**config.mk**
```make
export PLATFORM = sky130hd
export DESIGN_NAME = pipeline_stall_ctrl
export DESIGN_NICKNAME = d
export VERILOG_FILES = /design/src/rtl/pipe_ctrl_defs.sv /design/src/rtl/sat_counter.sv /design/src/rtl/pipeline_stall_ctrl.sv
export SDC_FILE = /design/constraint.sdc
export NUM_CORES = 1
export LEC_CHECK = 0
export BUFFER_PORTS_ARGS = -buffer_cell sky130_fd_sc_hd__buf_4
export CELL_PAD_IN_SITES_DETAIL_PLACEMENT = 1
export CELL_PAD_IN_SITES_GLOBAL_PLACEMENT = 1
export CORE_MARGIN = 5
export CORE_UTILIZATION = 42
export DETAILED_ROUTE_END_ITERATION = 8
export PLACE_DENSITY_LB_ADDON = 0.1
export REMOVE_ABC_BUFFERS = 1
export SETUP_SLACK_MARGIN = 0.4
export SLEW_MARGIN = 20
export SYNTH_ARGS = -nofsm -noshare
export SYNTH_HDL_FRONTEND = slang
export SYNTH_HIERARCHICAL = 1
export SYNTH_SLANG_ARGS = --single-unit
export TNS_END_PERCENT = 5
```
**constraint.sdc**
```tcl
create_clock -name clk -period 2.6 [get_ports clk]
set_clock_uncertainty 0.15 [all_clocks]
set_input_delay 0.26 -clock clk [delete_from_list [all_inputs] [get_ports clk]]
set_output_delay 0.26 -clock clk [all_outputs]
set_load 0.05 [all_outputs]
```
**src/rtl/pipe_ctrl_defs.sv**
```systemverilog
// Shared definitions for the pipeline stall controller.
// State encodings plus the per-stage enable/flush bundle and its fixed patterns.
package pipe_ctrl_defs;

    localparam int STATE_W = 2;

    typedef enum logic [STATE_W-1:0] {
        ST_INIT     = 2'd0,
        ST_RUN      = 2'd1,
        ST_MEM_WAIT = 2'd2,
        ST_FAULT    = 2'd3
    } state_t;

    typedef struct packed {
        logic pc_en;
        logic ifid_en;
        logic ifid_flush;
        logic idex_en;
        logic idex_flush;
        logic exmem_en;
        logic memwb_en;
        logic memwb_flush;
    } pipe_ctl_t;

    // Frozen with bubbles in every flushable stage.
    localparam pipe_ctl_t CTL_INIT     = pipe_ctl_t'(8'b0010_1001);
    // Front end frozen, bubble into WB while memory is busy.
    localparam pipe_ctl_t CTL_MEM      = pipe_ctl_t'(8'b0000_0001);
    // Redirect: squash IF/ID and ID/EX, everything advances.
    localparam pipe_ctl_t CTL_BRANCH   = pipe_ctl_t'(8'b1111_1110);
    // Hold PC and IF/ID, inject bubble into EX.
    localparam pipe_ctl_t CTL_LOAD_USE = pipe_ctl_t'(8'b0001_1110);
    // Free flow.
    localparam pipe_ctl_t CTL_RUN      = pipe_ctl_t'(8'b1101_0110);

endpackage

```
**src/rtl/sat_counter.sv**
```systemverilog
// Saturating up-counter, sticks at all-ones.
// Ports: clk, rst (async high), inc (count enable), cnt (current value).
module sat_counter #(
    parameter int WIDTH = 16
) (
    input  logic             clk,
    input  logic             rst,
    input  logic             inc,
    output logic [WIDTH-1:0] cnt
);

    always_ff @(posedge clk or posedge rst) begin
        if (rst) begin
            cnt <= '0;
        end else if (inc && (cnt != '1)) begin
            cnt <= cnt + WIDTH'(1);
        end
    end

endmodule

```
**src/rtl/pipeline_stall_ctrl.sv**
```systemverilog
// Pipeline register enable/bubble sequencer: reset hold, load-use stall,
// branch flush, dmem wait and dmem timeout trap.
// Ports: clk, rst (async high); hazard inputs load_use_hz, branch_taken,
// dmem_req, dmem_ready; per-stage *_en / *_flush; fault (sticky);
// state_o (debug); stall_cnt (saturating count of pc_en==0 cycles).
module pipeline_stall_ctrl
    import pipe_ctrl_defs::*;
#(
    parameter int RESET_HOLD  = 4,
    parameter int MEM_TIMEOUT = 255,
    parameter int CNT_WIDTH   = 16
) (
    input  logic                 clk,
    input  logic                 rst,
    input  logic                 load_use_hz,
    input  logic                 branch_taken,
    input  logic                 dmem_req,
    input  logic                 dmem_ready,
    output logic                 pc_en,
    output logic                 ifid_en,
    output logic                 ifid_flush,
    output logic                 idex_en,
    output logic                 idex_flush,
    output logic                 exmem_en,
    output logic                 memwb_en,
    output logic                 memwb_flush,
    output logic                 fault,
    output logic [STATE_W-1:0]   state_o,
    output logic [CNT_WIDTH-1:0] stall_cnt
);

    localparam int HOLD_W = (RESET_HOLD > 1) ?
                            $clog2(RESET_HOLD) : 1;
    localparam int WAIT_W = $clog2(MEM_TIMEOUT + 1);

    localparam logic [HOLD_W-1:0] HOLD_INIT =
        HOLD_W'(RESET_HOLD - 1);
    localparam logic [WAIT_W-1:0] WAIT_LAST =
        WAIT_W'(MEM_TIMEOUT - 1);

    state_t            state;
    state_t            state_nx;
    logic [HOLD_W-1:0] hold_cnt;
    logic [HOLD_W-1:0] hold_nx;
    logic [WAIT_W-1:0] wait_cnt;
    logic [WAIT_W-1:0] wait_nx;
    pipe_ctl_t         ctl;
    logic              fault_c;

    // Mutually exclusive decode of the hazard priority chain.
    logic mem_sel;
    logic br_sel;
    logic lu_sel;
    logic go_sel;

    assign mem_sel = dmem_req & ~dmem_ready;
    assign br_sel  = ~mem_sel & branch_taken;
    assign lu_sel  = ~mem_sel & ~branch_taken & load_use_hz;
    assign go_sel  = ~mem_sel & ~branch_taken & ~load_use_hz;

    always_ff @(posedge clk or posedge rst) begin
        if (rst) begin
            state    <= ST_INIT;
            hold_cnt <= HOLD_INIT;
            wait_cnt <= '0;
        end else begin
            state    <= state_nx;
            hold_cnt <= hold_nx;
            wait_cnt <= wait_nx;
        end
    end

    always_comb begin
        ctl      = CTL_RUN;
        fault_c  = 1'b0;
        state_nx = state;
        hold_nx  = hold_cnt;
        wait_nx  = wait_cnt;
        unique case (state)
            ST_INIT: begin
                ctl = CTL_INIT;
                if (hold_cnt == '0) begin
                    state_nx = ST_RUN;
                end else begin
                    hold_nx = hold_cnt - 1'b1;
                end
            end
            ST_RUN, ST_MEM_WAIT: begin
                unique case (1'b1)
                    mem_sel: begin
                        ctl = CTL_MEM;
                        if (wait_cnt == WAIT_LAST) begin
                            state_nx = ST_FAULT;
                        end else begin
                            state_nx = ST_MEM_WAIT;
                            wait_nx  = wait_cnt + 1'b1;
                        end
                    end
                    br_sel: begin
                        ctl      = CTL_BRANCH;
                        state_nx = ST_RUN;
                        wait_nx  = '0;
                    end
                    lu_sel: begin
                        ctl      = CTL_LOAD_USE;
                        state_nx = ST_RUN;
                        wait_nx  = '0;
                    end
                    go_sel: begin
                        ctl      = CTL_RUN;
                        state_nx = ST_RUN;
                        wait_nx  = '0;
                    end
                    default: begin
                        ctl = CTL_RUN;
                    end
                endcase
            end
            ST_FAULT: begin
                ctl     = CTL_MEM;
                fault_c = 1'b1;
            end
            default: begin
                ctl = CTL_INIT;
            end
        endcase
    end

    assign pc_en       = ctl.pc_en;
    assign ifid_en     = ctl.ifid_en;
    assign ifid_flush  = ctl.ifid_flush;
    assign idex_en     = ctl.idex_en;
    assign idex_flush  = ctl.idex_flush;
    assign exmem_en    = ctl.exmem_en;
    assign memwb_en    = ctl.memwb_en;
    assign memwb_flush = ctl.memwb_flush;
    assign fault       = fault_c;
    assign state_o     = state;

    sat_counter #(
        .WIDTH(CNT_WIDTH)
    ) u_stall_cnt (
        .clk(clk),
        .rst(rst),
        .inc(~ctl.pc_en),
        .cnt(stall_cnt)
    );

endmodule
```
==> results of run 1 <==
## power groups by stage
stage | combinational, mW | clock, mW | sequential [mW]
after floorplan | 0.809 | 0 | 0.870
after global placement | 1.48 | 0 | 0.650
after detailed placement | 1.50 | 0 | 0.660
after CTS | 1.62 | 0.365 | 0.648
after global routing | 1.88 | 0.379 | 0.670
final | 1.79 | 0.354 | 0.659
## worst max-delay path: cells and delay by family (launching register included)
kind	cells	cell delay [ps]
buffers and inverters	3	380
DFF	1	410
and+or+nand+nor	2	580
adders and majority gates	1	220
## synth_stat cells, types with 3 or more instances
cell / n / area share [%]
nor2_1: 7 / 1.6
nor2b_1: 3 / 1.2
ha_1: 7 / 5.4
nand3_1: 9 / 2.8
buf_4: 3 / 1.4
mux2i_1: 3 / 1.9
nand2_1: 9 / 2.1
inv_1: 10 / 2.3
xnor2_1: 12 / 6.5
o21ai_0: 4 / 1.2
dfrtp_1: 26 / 40
a21oi_1: 4 / 1.2
nand2b_1: 3 / 1.2
and3_1: 5 / 1.9
nand4_1: 6 / 2.3
and4_1: 3 / 1.6
## state kept, by name, indices dropped and copies added, names as in the netlist
signal,flops
hold_cnt,2
u_stall_cnt/cnt,16
wait_cnt,8
state_o,2
## final cells by class
type                       instances  area [µm²]  area share (%)
inverter                          10        40.0            1.89
clock inverter                     1        30.0            1.42
clock buffer                       3        41.3            1.95
tap                               48        60.1            2.83
timing repair buffer              46         363            17.1
sequential                        28         703            33.1
multi-input combinational        113         885            41.7
## placed cells by master, fill, tap and decap left out, types with 5 or more instances in the layout
cell type  instances
buf_4             43
dfrtp_1           26
xnor2_1           12
nand2_1            9
nand3_1            8
nor2_1             7
inv_1              7
nand4_1            6
ha_1               6
and3_1             5
## layer usage
layer | part of all wire, % | global-route usage (%)
met3 | 3.7 | 2.77
met4 | 0.99 | 4.38
met5 | 0 | 0
met1 | 44 | 21.7
met2 | 51 | 29.9
## metrics by stage
step / hold WS [ps] / setup WS, ps
final: 270 / 329
after global routing: 275 / 279
after CTS: 256 / 382
after detailed placement: 178 / 334
after global placement: 159 / 466
after floorplan: -26.7 / -1020
## kinds of logic (layout without fill, tap and decap cells)
logic type / after synthesis / in the layout / share of synthesized area [%]
and+or+nand+nor: 62 / 62 / 25.3
DFF: 28 / 28 / 43.4
AOI/OAI and AO/OA: 27 / 27 / 12.2
buffers and inverters: 14 / 60 / 4.02
xor gates and xnor gates: 12 / 12 / 6.49
adders and majority gates: 7 / 7 / 5.41
muxes: 5 / 5 / 3.24
## timing repair
item	in CTS	in global routing
resized for setup	7	8
pin swaps	1	4
setup buffers	4	6
hold buffers	1	0
endpoints found under the hold margin	26	0
endpoints found under the setup margin	8	13
## how the worst max path moves through the flow
| stage | start | endpoint | slack [ps] | depth (start not counted) |
|---|---|---|---|---|
| floorplan | state_o[1]$_DFFE_PP0P_ | exmem_en | -1020 | 4 |
| global placement | state_o[0]$_DFFE_PP0P_ | u_stall_cnt/cnt[14]$_DFFE_PP0P_ | 470 | 9 |
| detailed placement | state_o[1]$_DFFE_PP0P_ | u_stall_cnt/cnt[14]$_DFFE_PP0P_ | 330 | 9 |
| CTS | state_o[0]$_DFFE_PP0P_ | memwb_flush | 380 | 6 |
| global route | state_o[0]$_DFFE_PP0P_ | u_stall_cnt/cnt[13]$_DFFE_PP0P_ | 280 | 10 |
| finish | state_o[0]$_DFFE_PP0P_ | memwb_flush | 330 | 6 |
==> results.ini, run 1 <==
[synth]
postSynthAreaPerCell_um2 = 10.5
ys_seq_area_share_pct = 43.4
synth_cell_types = 49
async_flop_share_pct = 100
yosys_warnings = 6
synth_area_um2 = 1620
synth_seq_cells = 28
synth_cells = 155
ys.flop_type = dfrtp_1
synth_edf_count = 0

[place]
hpwl_um = 2990
place_area_um2 = 1920
numPlacedInstances = 234
portBuffers = 32
routabilityCongestion = 0.787

[hold_path]
hold_start = dmem_ready
min_to = wait_cnt[2]$_DFFE_PP0P_
hold_depth = 3
worstHoldPathType = primary input to register

[critical_path]
path_cells = inv_2 > ha_4 > buf_8 > and3b_2 > or3_4 > buf_8
critPathKind = register to primary output
cpMostUsedCell = buf_8
r2r-end = u_stall_cnt/cnt[13]$_DFFE_PP0P_
path_max_fanout = 6
r2r_start = state_o[0]$_DFFE_PP0P_
worstSetupEndpointType = primary output
critPathArrivalTime_ps = 1860
slowest_stage = dfrtp_1
worstRegToRegCells = 10
start_kind = register
slowest_delay_ps = 410
ff2ff_setup_slack_ps = 380
critPathRequiredTime_ps = 2190

[global_routing]
grt_max_degree = 17
grt_pass1_wl_um = 6980
gr-total-overflow = 0
grt_pass1_vias = 1444
grtUsageTotal_pct = 17.0
antenna_found_initial = 0

[power]
switchingPower_mw = 1.41
peakVddDrop_v = 0.00127
power.density_nw_per_um2 = 1320
power.share.clock_pct = 12.6
leakagePower_nw = 1.00
seqPwrFrac_pct = 23.5
total_power_mw = 2.81
p_comb_share_pct = 63.9
p_sw_share_pct = 50.2
p_int_mw = 1.40

[clocking]
cts.sinks = 28
path_clk_slew_ps = 100
clkLatencyLatePin_ps = 290
htree_levels = 1
cts-root-buf = clkbuf_8
cts_made_buffers = 3
cts_max_path_buffers = 2
cts_tree = done

[routing]
route.vias.total = 1416
drt-initial-drc-count = 63
post_drt_wl_per_cell_um = 17.8
drcViolationCount = 0
vias_per_cell = 5.69
ant_nets = 0
routed_wl_um = 4440
drt-pass1-iter-count = 4

[layout]
stdcell_count = 249
final_cell_area_um2 = 2120
fillCellCount = 416
area_growth_pct = 31.0
antenna_cells = 0
drive_gt1_share_pct = 36.8
nNetsFinal = 215
post-route-util_pct = 57.5

[timing]
rsz0062_at_grt = true
fmax_ghz = 0.440
fin_crit_ps = 2270
fin_crit_sh_pct = 87.3
drv_slew = 0
tns_ps = 0
tightest_slew_ps = 651
setup_viol = 0
hold_violations = 0
relSlewSlack_pct = 56.5

[die]
core-area_um2 = 3690
die_w_um = 72.1
io_pins = 33
initial_core_util_pct = 43.9
dieArea_um2 = 5200
num_rows = 22
die_h_um = 72.1

[flow_run]
cap_violations = 0

[outcome]
run_status = complete, no violations

Note: power is estimated with default switching activity, not from simulation.
==> inputs of run 2 (changes only) <==
--- a/config.mk
+++ b/config.mk
@@ -11,3 +11,4 @@
 export CORE_MARGIN = 5
-export CORE_UTILIZATION = 42
+export CORE_UTILIZATION = 39
+export CTS_BUF_LIST = sky130_fd_sc_hd__clkbuf_8
 export DETAILED_ROUTE_END_ITERATION = 8
==> constraint.sdc (replaced) <==
create_clock -name clk -period 1.9 [get_ports clk]
set_clock_uncertainty 0.15 [all_clocks]
set_input_delay 0.095 -clock clk [delete_from_list [all_inputs] [get_ports clk]]
set_output_delay 0.095 -clock clk [all_outputs]
set_load 0.05 [all_outputs]
==> run 2 against run 1 <==
The run now ends with setup timing left. Critical path depth unchanged. Routed wire length down 3.8%. Non-clock buffer count up 5. Via count down 1.7%. Largest cell class unchanged. Global-route usage down 0.080 points.
==> results.ini, run 2 (synthesis results as in run 1) <==
[place]
portBuffers = 32  ; unchanged
routabilityCongestion = 0.772  ; was 0.787
numPlacedInstances = 249  ; was 234
hpwl_um = 3210  ; was 2990 µm

[timing]
fmax_ghz = 0.487
relSlewSlack_pct = 56.8  ; was 56.5%
holdWs_ps = 116  ; was 270 ps
tightest_slew_ps = 647  ; was 651 ps
fin_crit_sh_pct = 108
rsz0062_at_grt = true  ; unchanged
setup_slack_ps = -154  ; was 329 ps
drv_slew = 0  ; unchanged
hold_violations = 0  ; unchanged
fin_crit_ps = 2050
setup_viol = 9  ; was 0

[die]
initial_core_util_pct = 40.5  ; was 43.9%
num_rows = 23  ; was 22
die_h_um = 74.5  ; was 72.1 µm
die_w_um = 74.5  ; was 72.1 µm
core-area_um2 = 4000  ; was 3690 µm²
dieArea_um2 = 5540  ; was 5200 µm²
io_pins = 33  ; unchanged

[global_routing]
gr-total-overflow = 0  ; unchanged
antenna_found_initial = 0  ; unchanged
grt_pass1_wl_um = 7270  ; was 6980 µm
grt_max_degree = 17  ; unchanged
grt_pass1_vias = 1468  ; was 1444
grtUsageTotal_pct = 17.0  ; about the same

[power]
power.density_nw_per_um2 = 1720  ; was 1320 nW/µm²
switchingPower_mw = 1.91  ; was 1.41 mW
seqPwrFrac_pct = 22.9  ; was 23.5%
total_power_mw = 3.78  ; was 2.81 mW
leakagePower_nw = 1.03  ; was 1.00 nW
power.share.clock_pct = 12.9  ; was 12.6%
p_sw_share_pct = 50.6  ; was 50.2%
p_int_mw = 1.87  ; was 1.40 mW
p_comb_share_pct = 64.1  ; was 63.9%
peakVddDrop_v = 0.00157  ; was 0.00127 V

[critical_path]
cp_num_buf_inv = 3  ; unchanged
path_max_fanout = 11  ; was 6
crit_family = simple AND/OR/NAND/NOR gates  ; unchanged
critPathArrivalTime_ps = 1810  ; was 1860 ps
critPathKind = register to primary output  ; unchanged
cpMostUsedCell = buf_6  ; was buf_8
critPathRequiredTime_ps = 1650  ; was 2190 ps
path_cells = inv_2 > ha_4 > buf_6 > and3b_2 > or3_1 > buf_6  ; was inv_2 > ha_4 > buf_8 > and3b_2 > or3_4 > buf_8
start_kind = register  ; unchanged
slowest_delay_ps = 410  ; about the same
worstSetupEndpointType = primary output  ; unchanged
slowest_stage = dfrtp_1  ; unchanged

[hold_path]
worstHoldPathType = primary input to register  ; unchanged

[layout]
drive_gt1_share_pct = 44.2  ; was 36.8%
reg_top3 = u_stall_cnt/cnt x16, wait_cnt x8  ; unchanged
largest_reg_flops = 16  ; unchanged
antenna_cells = 0  ; unchanged
layout.cells.most_common = buf_4  ; unchanged
final_cell_mix = 47 x buf_4, 25 x dfrtp_1, 12 x xnor2_1, 9 x nand2_1, 8 x inv_1  ; was 43 x buf_4, 26 x dfrtp_1, 12 x xnor2_1, 9 x nand2_1, 8 x nand3_1
regMostFlops = u_stall_cnt/cnt  ; unchanged
nNetsFinal = 220  ; was 215
post-route-util_pct = 54.9  ; was 57.5%
area_growth_pct = 35.5  ; was 31.0%
stdcell_count = 256  ; was 249

[routing]
drt-pass1-iter-count = 4  ; unchanged
route.vias.total = 1392  ; was 1416
ant_nets = 0  ; unchanged
drt-initial-drc-count = 52  ; was 63
vias_per_cell = 5.44  ; was 5.69
post_drt_wl_per_cell_um = 16.7  ; was 17.8 µm
routed_wl_um = 4270  ; was 4440 µm
drcViolationCount = 0  ; unchanged

[clocking]
cts_max_path_buffers = 2  ; unchanged
clkLatencyLatePin_ps = 280  ; was 290 ps
cts-root-buf = clkbuf_8  ; unchanged
path_clk_slew_ps = 100  ; about the same
cts.sinks = 28  ; unchanged
cts_tree = done  ; unchanged
cts_made_buffers = 3  ; unchanged
htree_levels = 1  ; unchanged

[outcome]
run_status = finished, violations left  ; was complete, no violations
violations = setup timing

[flow_run]
cap_violations = 0  ; unchanged

[run 2: cell types whose count changed in the layout (fill, tap and decap cells not counted), moves of 2 or more]
cell     before  now
buf_4        43   47
nor2_1        7    3
buf_6         0    3
ha_1          6    3
ha_2          0    3
nor2_2        0    3
buf_8         2    0
nand3_2       0    2
o21ai_0       3    1
o21ai_2       0    2
[run 2: path summary, 6_finish.rpt]
path	from	to	slack, ps	cells past startpoint
setup / recovery	state_o[0]$_DFFE_PP0P_	memwb_flush	-150	6
hold / removal	dmem_ready	wait_cnt[1]$_DFFE_PP0P_	120	4
setup reg to reg	state_o[0]$_DFFE_PP0P_	u_stall_cnt/cnt[14]$_DFFE_PP0P_	-100	9
hold reg to reg	hold_cnt[1]$_DFFE_PP1P_	hold_cnt[1]$_DFFE_PP1P_	370	2
max in group asynchronous	rst	u_stall_cnt/cnt[12]$_DFFE_PP0P_	880	3
min in group asynchronous	rst	state_o[0]$_DFFE_PP0P_	260	3
[run 2: timing repair]
action	in CTS	in global routing
setup buffers	2	0
hold endpoints to repair	26	0
hold buffers	1	0
setup endpoints to repair	36	36
pin swaps	16	4
resized for setup	20	8
[run 2: worst reg2reg max path, stage by stage (launching register included)]
cell and delay, ps:
dfrtp_1 410, inv_2 90, ha_4 210, inv_1 80, nor2_2 50, o21ai_2 100
and4_4 260, nand3_2 100, nor2_2 120, mux2_2 330
[run 2: per-stage QoR]
step                      cell area (µm²)  worst slack [ps]  TNS [ps]
after floorplan                      1590             -1550    -18640
after global placement               2020              -121      -333
after detailed placement             2020              -284     -1800
after CTS                            2170              -149      -360
after global routing                 2200              -201     -1640
final                                2200              -154      -385
[run 2: layer usage]
layer	vias up	share of wire, %	routed length, µm	track usage (%)
li1	673	-	-	-
met1	694	47	1990	23.3
met2	21	49	2100	28.7
met3	4	3.4	144	2.16
met4	0	0.82	35	3.56
met5	-	0	0	0
[run 2: power by group through the flow]
stage,combinational [mW],clock [mW],sequential (mW)
after CTS,2.38,0.491,0.859
after global routing,2.56,0.522,0.882
after global placement,2.19,0,0.849
final,2.42,0.489,0.866
after detailed placement,2.24,0,0.864
after floorplan,1.06,0,1.19
[run 2: final cells by class]
type | instances | area (µm²)
well taps | 50 | 62.6
fillers | 448 | 1800
multi-input cells | 113 | 923
clock inverters | 1 | 30.0
clock buffers | 3 | 41.3
inverters | 10 | 37.5
repair buffers | 51 | 397
flip-flops and latches | 28 | 704
==> inputs of run 3 (changes only) <==
Settings changed: SYNTH_HIERARCHICAL 1 to not set.
==> run 3 against run 2 <==
The run still ends with setup timing left. Hold slack worse by 100 ps. Clock power is essentially flat. Die area is 0.80% lower. Synthesized cell count grew 4.5%. Final cell count increased by 7.8%. Via count increased by 9.2%. Highest routed layer unchanged. Global-route usage grew 2.3 points. Sequential share of layout area fell by 3.4 points. Largest cell class unchanged.
==> results.ini, run 3 <==
[critical_path]
slowest_delay_ps = 410  ; about the same
path_cells = inv_2 > ha_4 > and3b_2 > or3_4 > buf_8  ; was inv_2 > ha_4 > buf_6 > and3b_2 > or3_1 > buf_6
critPathArrivalTime_ps = 1750  ; was 1810 ps
critPathKind = register to primary output  ; unchanged
path_max_fanout = 8  ; was 11
slowest_stage = dfrtp_1  ; unchanged
critPathRequiredTime_ps = 1650  ; about the same
worstSetupEndpointType = primary output  ; unchanged
start_kind = register  ; unchanged

[synth]
ys_seq_area_share_pct = 43.8  ; was 43.4%
synth_cell_types = 46  ; was 49
synth_top_cell_by_area = dfrtp_1  ; unchanged
synthTopCellsByCount = 26 x dfrtp_1, 12 x a21oi_1, 12 x nand2_1  ; was 26 x dfrtp_1, 12 x xnor2_1, 10 x inv_1
postSynthAreaPerCell_um2 = 9.91  ; was 10.5 µm²
synth_area_um2 = 1610  ; was 1620 µm²
synth_top_area_share_pct = 40.5  ; was 40.2%
synth_most_common_cell = dfrtp_1  ; unchanged
ys.flop_type = dfrtp_1  ; unchanged
synth_edf_count = 0  ; unchanged
yosys_warnings = 0  ; was 6
synth.area.top_cells = dfrtp_1 41%, ha_1 5.5%, xor2_1 3.8%, a21oi_1 3.7%, o21ai_0 3.4%  ; was dfrtp_1 40%, xnor2_1 6.5%, ha_1 5.4%, dfstp_2 3.2%, nand3_1 2.8%
synth_cells = 162  ; was 155
async_flop_share_pct = 100  ; unchanged
synth_seq_cells = 28  ; unchanged

[die]
initial_core_util_pct = 40.1  ; was 40.5%
die_w_um = 74.2  ; was 74.5 µm
core-area_um2 = 4000  ; unchanged
io_pins = 33  ; unchanged
num_rows = 23  ; unchanged
die_h_um = 74.2  ; was 74.5 µm
dieArea_um2 = 5500  ; was 5540 µm²

[outcome]
violations = setup timing  ; unchanged
run_status = finished, violations left  ; unchanged

[hold_path]
worstHoldPathType = primary input to register  ; unchanged

[power]
p_int_mw = 2.15  ; was 1.87 mW
p_sw_share_pct = 49.8  ; was 50.6%
seqPwrFrac_pct = 21.0  ; was 22.9%
power.density_nw_per_um2 = 1740  ; was 1720 nW/µm²
leakagePower_nw = 1.09  ; was 1.03 nW
total_power_mw = 4.29  ; was 3.78 mW
power.share.clock_pct = 11.4  ; was 12.9%
p_comb_share_pct = 67.6  ; was 64.1%
peakVddDrop_v = 0.00102  ; was 0.00157 V
switchingPower_mw = 2.13  ; was 1.91 mW

[timing]
relSlewSlack_pct = 74.5  ; was 56.8%
tightest_slew_ps = 379  ; was 647 ps
rsz0062_at_grt = true  ; unchanged
fin_crit_sh_pct = 105  ; was 108%
setup_viol = 3  ; was 9
drv_slew = 0  ; unchanged
fin_crit_ps = 2000  ; was 2050 ps
fmax_ghz = 0.501  ; was 0.487 GHz
setup_slack_ps = -96.3  ; was -154 ps
tns_ps = -185  ; was -385 ps
hold_violations = 0  ; unchanged

[layout]
largest_reg_flops = 16  ; unchanged
final_cell_area_um2 = 2460  ; was 2200 µm²
antenna_cells = 0  ; unchanged
area_growth_pct = 53.3  ; was 35.5%
final_cell_mix = 52 x buf_4, 23 x dfrtp_1, 12 x nand2_1, 10 x o21ai_0, 9 x a21oi_1  ; was 47 x buf_4, 25 x dfrtp_1, 12 x xnor2_1, 9 x nand2_1, 8 x inv_1
nNetsFinal = 240  ; was 220
regMostFlops = u_stall_cnt.cnt  ; was u_stall_cnt/cnt
drive_gt1_share_pct = 50.4  ; was 44.2%
layout.cells.most_common = buf_4  ; unchanged
reg_top3 = u_stall_cnt.cnt x16, wait_cnt x8  ; was u_stall_cnt/cnt x16, wait_cnt x8

[clocking]
path_clk_slew_ps = 110  ; was 100 ps
htree_levels = 1  ; unchanged
cts-root-buf = clkbuf_8  ; unchanged
cts_tree = done  ; unchanged
cts_made_buffers = 3  ; unchanged
cts.sinks = 28  ; unchanged
clkLatencyLatePin_ps = 280  ; about the same
cts_max_path_buffers = 2  ; unchanged

[flow_run]
cap_violations = 0  ; unchanged

[routing]
vias_per_cell = 5.51  ; was 5.44
drcViolationCount = 0  ; unchanged
route.vias.total = 1520  ; was 1392
post_drt_wl_per_cell_um = 17.8  ; was 16.7 µm
ant_nets = 0  ; unchanged
drt-pass1-iter-count = 3  ; was 4
routed_wl_um = 4920  ; was 4270 µm
drt-initial-drc-count = 52  ; unchanged

[place]
portBuffers = 32  ; unchanged
place_area_um2 = 2080  ; was 2020 µm²
routabilityCongestion = 0.779  ; was 0.772
hpwl_um = 3400  ; was 3210 µm

[global_routing]
grtUsageTotal_pct = 19.3  ; was 17.0%
gr-total-overflow = 0  ; unchanged
grt_pass1_vias = 1685  ; was 1468
grt_pass1_wl_um = 8360  ; was 7270 µm
antenna_found_initial = 0  ; unchanged
grt_max_degree = 29  ; was 17

==> run 3: cell count changes after synthesis, sizes merged, moves of 3 or more <==
cell | previous run | this run
xor2 | 0 | 7
nor4 | 1 | 5
nand3 | 10 | 6
a31oi | 0 | 3
and3 | 7 | 2
a21oi | 4 | 12
nor4b | 0 | 4
and4 | 5 | 1
nor3 | 1 | 6
xnor2 | 12 | 2
o21ai | 4 | 12
==> run 3: cells by family after synthesis <==
family	after synthesis	share of synthesized area, %
XOR/XNOR	9	4.91
adder cells (fa/ha/maj)	7	5.46
AO/OA/AOI/OAI	38	14.5
buffers and inverters	16	4.52
AND/OR/NAND/NOR	59	23.1
flip-flops	28	43.8
multiplexers	5	3.66
==> run 3: worst max-delay path: cells and delay by family (launching register included) <==
kind,cells,cell delay [ps]
AND/OR/NAND/NOR,2,580
buffers and inverters,2,250
adder cells (fa/ha/maj),1,230
flip-flops,1,410
==> run 3: repair_timing <==
action	CTS	global route
hold endpoints to repair	26	0
endpoints found under the setup margin	34	36
buffers inserted	3	1
gates resized for setup	37	24
pin swaps	15	15
hold buffers	1	0
==> run 3: final cells by class <==
| type | instances | area (µm²) |
|---|---|---|
| inverter | 12 | 47.5 |
| multi-input combinational | 118 | 1040 |
| timing repair buffer | 64 | 536 |
| fill | 439 | 1540 |
| tap | 50 | 62.6 |
| clock inverter | 1 | 30.0 |
| clock buffer | 3 | 41.3 |
| sequential | 28 | 707 |
==> run 3: final timing paths <==
path                                              start                         endpoint  slack, ps  cells after the start
max in group asynchronous                           rst          hold_cnt[0]$_DFFE_PP1P_        990                      4
min in group asynchronous                           rst          wait_cnt[7]$_DFFE_PP0P_        290                      4
worst max-delay path             state_o[1]$_DFFE_PP0P_                      memwb_flush       -100                      5
worst min-delay path                         dmem_ready          wait_cnt[4]$_DFFE_PP0P_         20                      4
worst min register to register  hold_cnt[1]$_DFFE_PP1P_          hold_cnt[1]$_DFFE_PP1P_        350                      2
worst max register to register   state_o[1]$_DFFE_PP0P_  u_stall_cnt.cnt[10]$_DFFE_PP0P_         30                      8
==> run 3: through the flow <==
step,cells,utilization [%],hold WS (ps),setup slack (ps)
finish,276,61.5,15.4,-96.3
global route,276,61.5,31.5,-149
CTS,275,59.0,0.692,-60.1
detailed placement,267,52.1,51.1,-104
global placement,267,52.1,37.9,13.2
floorplan,158,-,8.93,-2170
==> run 3: power groups by stage <==
stage	sequential [mW]	clock, mW	combinational (mW)
global route	0.921	0.515	3.10
finish	0.899	0.490	2.90
detailed placement	0.865	0	2.43
global placement	0.852	0	2.37
floorplan	1.24	0	1.10
CTS	0.872	0.493	2.75
==> run 3: routing by layer <==
metal	up-vias	share of wire [%]	GRT usage (%)
met5	-	0	0
met1	768	42	25.1
li1	720	-	-
met3	4	4.0	2.43
met4	0	0.65	3.62
met2	28	53	34.4
